===== config.mk =====
export PLATFORM = sky130hd
export DESIGN_NAME = eth_probe_tx
export DESIGN_NICKNAME = d
export VERILOG_FILES = /design/src/rtl/eth_probe_tx.sv
export SDC_FILE = /design/constraint.sdc
export NUM_CORES = 1
export LEC_CHECK = 0
export ABC_CLOCK_PERIOD_IN_PS = 11300
export BUFFER_PORTS_ARGS = -buffer_cell sky130_fd_sc_hd__buf_2
export CAP_MARGIN = 0
export CORE_ASPECT_RATIO = 0.6
export CORE_MARGIN = 1
export CORE_UTILIZATION = 55
export CTS_BUF_LIST = sky130_fd_sc_hd__clkbuf_16
export DETAILED_ROUTE_END_ITERATION = 12
export GPL_TIMING_DRIVEN = 0
export HOLD_SLACK_MARGIN = 0.12
export PLACE_DENSITY_LB_ADDON = 0.3
export SLEW_MARGIN = 10
export SYNTH_ARGS = -nofsm -noshare
export SYNTH_HDL_FRONTEND = slang
export SYNTH_SLANG_ARGS = --single-unit

===== constraint.sdc =====
create_clock -name clk -period 11.3 [get_ports clk]
set_clock_uncertainty 0.05 [all_clocks]
set_input_delay 0.565 -clock clk [delete_from_list [all_inputs] [get_ports clk]]
set_output_delay 0.565 -clock clk [all_outputs]
set_load 0.01 [all_outputs]

===== src/rtl/eth_probe_tx.sv =====
// eth_probe_tx: emits one probe frame per accepted trigger on an AXI4-Stream
// master DATA_BYTES wide. Frame = DST MAC, SRC MAC, length, identifier,
// sequence number, then PAD_BYTE padding.
// Optional build macro ETH_PROBE_TIMESTAMP_EN adds a 64-bit timestamp input
// whose sampled value is carried in the header right after the sequence number.
module eth_probe_tx #(
  parameter int          DATA_BYTES = 1,
  parameter logic [47:0] SRC_MAC    = 48'h00_00_00_00_00_00,
  parameter logic [47:0] DST_MAC    = 48'hFF_FF_FF_FF_FF_FF,
  parameter logic [31:0] IDENTIFIER = 32'h0,
  parameter logic [7:0]  PAD_BYTE   = 8'h20
) (
  input  logic                    clk,
  input  logic                    rst,
  input  logic                    trigger,
  input  logic [15:0]             padding_size,
`ifdef ETH_PROBE_TIMESTAMP_EN
  input  logic [63:0]             timestamp,
`endif
  output logic                    busy,
  output logic                    tx_begin,
  output logic                    trigger_dropped,
  output logic [31:0]             frame_seq,
  output logic [8*DATA_BYTES-1:0] m_axis_tdata,
  output logic [DATA_BYTES-1:0]   m_axis_tkeep,
  output logic                    m_axis_tlast,
  output logic                    m_axis_tvalid,
  input  logic                    m_axis_tready
);

`ifdef ETH_PROBE_TIMESTAMP_EN
  localparam int HDR = 30;
`else
  localparam int HDR = 22;
`endif
  localparam int          HW    = HDR * 8;
  localparam logic [16:0] STEP  = 17'(DATA_BYTES);
  localparam logic [16:0] HDR17 = 17'(HDR);

  typedef enum logic [1:0] {ST_IDLE, ST_HEADER, ST_PAD} state_t;

  state_t                  state_q, state_d;
  logic [16:0]             cnt_q;
  logic [16:0]             total_q;
  logic [31:0]             seq_q;
  logic [31:0]             hdr_seq_q;
  logic [8*DATA_BYTES-1:0] tdata_q;
  logic [DATA_BYTES-1:0]   tkeep_q;
  logic                    tlast_q;
  logic                    tvalid_q;
`ifdef ETH_PROBE_TIMESTAMP_EN
  logic [63:0]             ts_q;
  logic [63:0]             src_ts;
`endif

  logic                    idle, hs, load_first, advance, finish;
  logic [16:0]             src_cnt, src_total;
  logic [31:0]             src_seq;
  logic [15:0]             src_len;
  logic [HW-1:0]           hdr_vec;
  logic [8*DATA_BYTES-1:0] beat_data;
  logic [DATA_BYTES-1:0]   beat_keep;
  logic                    beat_last;

  assign idle       = (state_q == ST_IDLE);
  assign hs         = tvalid_q & m_axis_tready;
  assign load_first = idle & trigger;
  assign advance    = hs & ~tlast_q;
  assign finish     = hs & tlast_q;

  // Source of the next beat: in idle it is beat 0 built from the live inputs,
  // otherwise it is the beat after the one currently on the bus.
  always_comb begin
    if (idle) begin
      src_cnt   = '0;
      src_total = {1'b0, padding_size} + HDR17;
      src_seq   = seq_q;
    end else begin
      src_cnt   = cnt_q + STEP;
      src_total = total_q;
      src_seq   = hdr_seq_q;
    end
    // total - 14 equals padding_size + (HDR - 14), truncated to 16 bits
    src_len = 16'(src_total - 17'd14);
`ifdef ETH_PROBE_TIMESTAMP_EN
    src_ts  = idle ? timestamp : ts_q;
    hdr_vec = {DST_MAC, SRC_MAC, src_len, IDENTIFIER, src_seq, src_ts};
`else
    hdr_vec = {DST_MAC, SRC_MAC, src_len, IDENTIFIER, src_seq};
`endif
  end

  // Per-lane byte selection: header byte, padding byte, or zero past the end.
  for (genvar gi = 0; gi < DATA_BYTES; gi++) begin : g_lane
    logic [16:0] idx;
    logic [7:0]  rev;
    logic [7:0]  lane_byte;
    logic        lane_keep;
    always_comb begin
      idx       = src_cnt + 17'(gi);
      rev       = 8'(HDR - 1) - {3'b000, idx[4:0]};
      lane_keep = (idx < src_total);
      lane_byte = 8'h00;
      if (lane_keep) lane_byte = (idx < HDR17) ? 8'(hdr_vec >> {rev, 3'b000}) : PAD_BYTE;
    end
    assign beat_data[gi*8 +: 8] = lane_byte;
    assign beat_keep[gi]        = lane_keep;
  end

  assign beat_last = ((src_cnt + STEP) >= src_total);

  // Next-state logic: header until the beat holding the last header byte is taken.
  always_comb begin
    state_d = state_q;
    case (state_q)
      ST_IDLE:   if (trigger) state_d = ST_HEADER;
      ST_HEADER: if (hs) begin
                   if (tlast_q) state_d = ST_IDLE;
                   else if ((cnt_q + STEP) >= HDR17) state_d = ST_PAD;
                 end
      ST_PAD:    if (hs && tlast_q) state_d = ST_IDLE;
      default:   state_d = ST_IDLE;
    endcase
  end

  // State register.
  always_ff @(posedge clk) begin
    if (rst) state_q <= ST_IDLE;
    else     state_q <= state_d;
  end

  // Output beat registers, byte counter and sequence bookkeeping.
  always_ff @(posedge clk) begin
    if (rst) begin
      cnt_q     <= '0;
      total_q   <= '0;
      seq_q     <= '0;
      hdr_seq_q <= '0;
      tdata_q   <= '0;
      tkeep_q   <= '0;
      tlast_q   <= 1'b0;
      tvalid_q  <= 1'b0;
`ifdef ETH_PROBE_TIMESTAMP_EN
      ts_q      <= '0;
`endif
    end else if (load_first) begin
      cnt_q     <= '0;
      total_q   <= src_total;
      hdr_seq_q <= seq_q;
`ifdef ETH_PROBE_TIMESTAMP_EN
      ts_q      <= timestamp;
`endif
      tdata_q   <= beat_data;
      tkeep_q   <= beat_keep;
      tlast_q   <= beat_last;
      tvalid_q  <= 1'b1;
    end else if (advance) begin
      cnt_q     <= src_cnt;
      tdata_q   <= beat_data;
      tkeep_q   <= beat_keep;
      tlast_q   <= beat_last;
    end else if (finish) begin
      seq_q     <= seq_q + 32'd1;
      tdata_q   <= '0;
      tkeep_q   <= '0;
      tlast_q   <= 1'b0;
      tvalid_q  <= 1'b0;
    end
  end

  assign busy            = ~rst & ~idle;
  assign tx_begin        = ~rst & hs & (cnt_q == 17'd0);
  assign trigger_dropped = ~rst & trigger & ~idle;
  assign frame_seq       = seq_q;
  assign m_axis_tdata    = tdata_q;
  assign m_axis_tkeep    = tkeep_q;
  assign m_axis_tlast    = tlast_q;
  assign m_axis_tvalid   = tvalid_q;

endmodule


==> flow_metrics.py <==
metrics = {
    "yosys": {
        "synth-seq-cells": 111,
        "yosysWarnings": 0,
        "syn-num-nets": 1055,
        "synthCells": 995,
        "yosys.cell_types.count": 82,
        "ys_top_cells_by_area": "dfxtp_1 29%, nand2_1 8.4%, ha_1 6.5%",
        "postSynthAreaPerCell_um2": 7.74,
        "netlist_area_um2": 7700,
        "yosys_most_used_dff": "dfxtp_1",
        "synth_top_area_share_pct": 28.9,
        "seq_area_frac_synth_pct": 28.9,
        "yosysTopAreaCell": "dfxtp_1",
        "synth_edf_count": 0,
        "synthArstFlopShare_pct": 0,
    },
    "grt": {
        "antenna_found_initial": 0,
        "grt_max_degree": 22,
        "grt_usage_pct": 35.4,
        "grt_first_pass_wirelength_mm": 39.0,
        "grt-ovfl-total": 0,
        "grt_pass1_vias": 6860,
    },
    "clocking": {
        "worstSkewPairLatency_ns": 0.36,
        "post-cts-setup-buffer-count": 0,
        "cts_resized": 0,
        "cts_tree": "built",
        "clk_path_buf_depth": 2,
        "cts.clk_slew.worst_paths_ns": 0.09,
        "hold_buffers": 0,
        "root_buffer": "clkbuf_16",
        "htreeDepth": 3,
        "cts_inserted_buffers": 9,
        "cts_sinks": 111,
    },
    "power_and_ir_drop": {
        "p_total_uw": 948,
        "p_seq_share_pct": 43.3,
        "cellPowerDensity_nw_per_um2": 111,
        "switching_power_uw": 326,
        "power_frac_comb_pct": 22.1,
        "vdd_ir_drop_max_uv": 86.7,
        "clock_power_share_pct": 34.6,
        "p_leak_nw": 3.27,
        "p_sw_share_pct": 34.4,
        "internal_power_uw": 622,
    },
    "setup_path": {
        "crit_type": "reg2reg",
        "cp.buffers_inverters": 4,
        "crit_chain": "buf_2, inv_1, ha_1, clkbuf_1, nand2_1, inv_1, ha_1, and3_1, nand4_1, a21oi_1, xor2_1, ha_1, a21o_1, a21o_1, a21oi_1, o21ai_0, a21oi_1, o21ai_0, o21a_1",
        "crit_slowest_cell": "clkbuf_1",
        "critPathLaunchType": "flop",
        "critPathTopFamily": "compound AO/OA/AOI/OAI gates",
        "cp.arrival_ns": 5.19,
        "crit_path_end_kind": "flop",
        "path_max_fanout": 10,
        "cp_slowest_stage_delay_ns": 0.47,
        "critPathRequiredTime_ns": 11.50,
    },
    "floorplan": {
        "initial_core_util_pct": 56.3,
        "num_rows": 33,
        "ios": 66,
        "die_w_um": 155,
        "core_um2": 13700,
        "die_y_um": 93.6,
        "die_area_um2": 14500,
    },
    "timing": {
        "drv_slew": 0,
        "final.setup.worst_slack_ns": 6.31,
        "tns_ns": 0,
        "rsz0062_at_grt": "no",
        "worst_pin_slew_ns": 0.786,
        "relSlewSlack_pct": 47.5,
        "fmax_mhz": 200,
        "timing.final.crit_period_ns": 4.99,
        "min_period_over_period_pct": 44.2,
        "fin_hold_ws_ns": 0.415,
        "hold_viol_final": 0,
        "setup_viol_count_final": 0,
    },
    "detailed_routing": {
        "first_iter_violations": 1119,
        "via_per_inst": 6.30,
        "wl_mm": 25.2,
        "drc": 0,
        "routedWlPerCell_um": 19.9,
        "ant_nets": 0,
        "vias": 7965,
        "firstDrtPassIters": 6,
    },
    "min_path": {
        "hp-class": "reg2reg",
    },
    "layout": {
        "diodes": 0,
        "layout_commonest_cell": "nand2_1",
        "layout.nets": 1128,
        "final_cell_mix": "172 x nand2_1, 111 x dfxtp_1, 91 x nor2_1, 86 x a21oi_1, 79 x buf_2",
        "drive_gt1_share_pct": 13.1,
        "areaGrowthSynthToFinish_pct": 11.1,
        "layout.cells.non_filler": 1265,
        "fillers": 1238,
    },
    "run_status": {
        "status": "complete, no violations",
    },
    "placed_design": {
        "dp_hpwl_mm": 19.4,
        "dp_slack_ns": 6.38,
        "port_buffers": 62,
        "dp_cells": 1249,
        "globalplace.congestion": 0.963,
    },
    "job": {
        "cap_violations": 0,
    },
}
cells by family after synthesis:
group	Yosys count	synth area share [%]
mux	21	4.05
fa+ha+maj	41	6.63
xor+xnor	78	8.97
simple gates	432	27.6
buf+inv	91	5.02
compound gates	221	18.8
flops	111	28.9
synth_stat cells (3+ instances only):
library cell	count
nand2_1	172
dfxtp_1	111
nor2_1	91
a21oi_1	86
xnor2_1	45
ha_1	40
clkbuf_1	38
o21ai_0	36
xor2_1	32
nand3_1	29
nor3_1	29
inv_1	27
nand4_1	22
buf_2	17
a211oi_1	13
and4_1	12
mux2i_1	12
and3_1	10
nor4_1	10
o21a_1	10
or3_1	10
a21o_1	9
a31oi_1	9
mux4_2	8
nand2b_1	7
buf_4	6
a2111oi_2	5
a21boi_0	5
and2_1	5
o2111ai_1	5
or2_2	5
nor3_2	4
o31ai_1	4
a311oi_1	3
a32o_1	3
nand3b_1	3
nor2b_1	3
nor4b_1	3
o21ai_1	3
power groups by stage:
stage                     Combinational, mW  Sequential, mW  Clock, mW
after CTS                             0.199           0.410      0.327
after detailed placement              0.196           0.419          0
final                                 0.210           0.411      0.328
after global routing                  0.223           0.412      0.344
after floorplan                       0.129           0.419          0
after global placement                0.194           0.419          0
per-stage QoR:
step | util, % | area (um2)
2_1_floorplan | - | 7700
3_3_place_gp | 60.3 | 8250
3_5_place_dp | 60.3 | 8250
4_1_cts | 62.5 | 8540
5_1_grt | 62.6 | 8550
6_report | 62.6 | 8550
path summary, 6_finish.rpt:
kind | from | endpoint | slack [ns] | cells past startpoint
worst max register to register | cnt_q[0]$_SDFFE_PP0P_ | m_axis_tlast$_SDFFE_PP0P_ | 6.31 | 19
worst min-delay path | hdr_seq_q[8]$_SDFFE_PP0P_ | hdr_seq_q[8]$_SDFFE_PP0P_ | 0.42 | 2
worst max-delay path | cnt_q[0]$_SDFFE_PP0P_ | m_axis_tlast$_SDFFE_PP0P_ | 6.31 | 19
worst min register to register | hdr_seq_q[8]$_SDFFE_PP0P_ | hdr_seq_q[8]$_SDFFE_PP0P_ | 0.42 | 2
final cells by class:
class	count	area [um2]	share of cell area [%]
sequential	111	2220	26.0
inverter	27	101	1.19
buffer	64	285	3.34
tap	192	240	2.81
timing repair buffer	62	310	3.63
clock buffer	9	225	2.63
clock inverter	7	71.3	0.834
multi-input combinational	793	5090	59.6
sequential cells by signal (all words and copies together), names as in the netlist:
| name | flops |
|---|---|
| cnt_q | 17 |
| frame_seq | 32 |
| hdr_seq_q | 32 |
| m_axis_tdata | 8 |
| m_axis_tkeep | 1 |
| m_axis_tlast | 1 |
| m_axis_tvalid | 1 |
| state_q | 2 |
| total_q | 17 |
routing by layer:
layer	global-route usage, %	share of wire [%]
met4	5.61	1.2
met1	55.7	48
met2	44.7	36
met3	12.6	15
met5	0	0
worst min-delay path: cells and delay by family (launching register included):
kind | cells | cell delay [ns]
flops | 1 | 0.31
simple gates | 1 | 0.05
compound gates | 1 | 0.05
(Power assumes the default switching activity.)
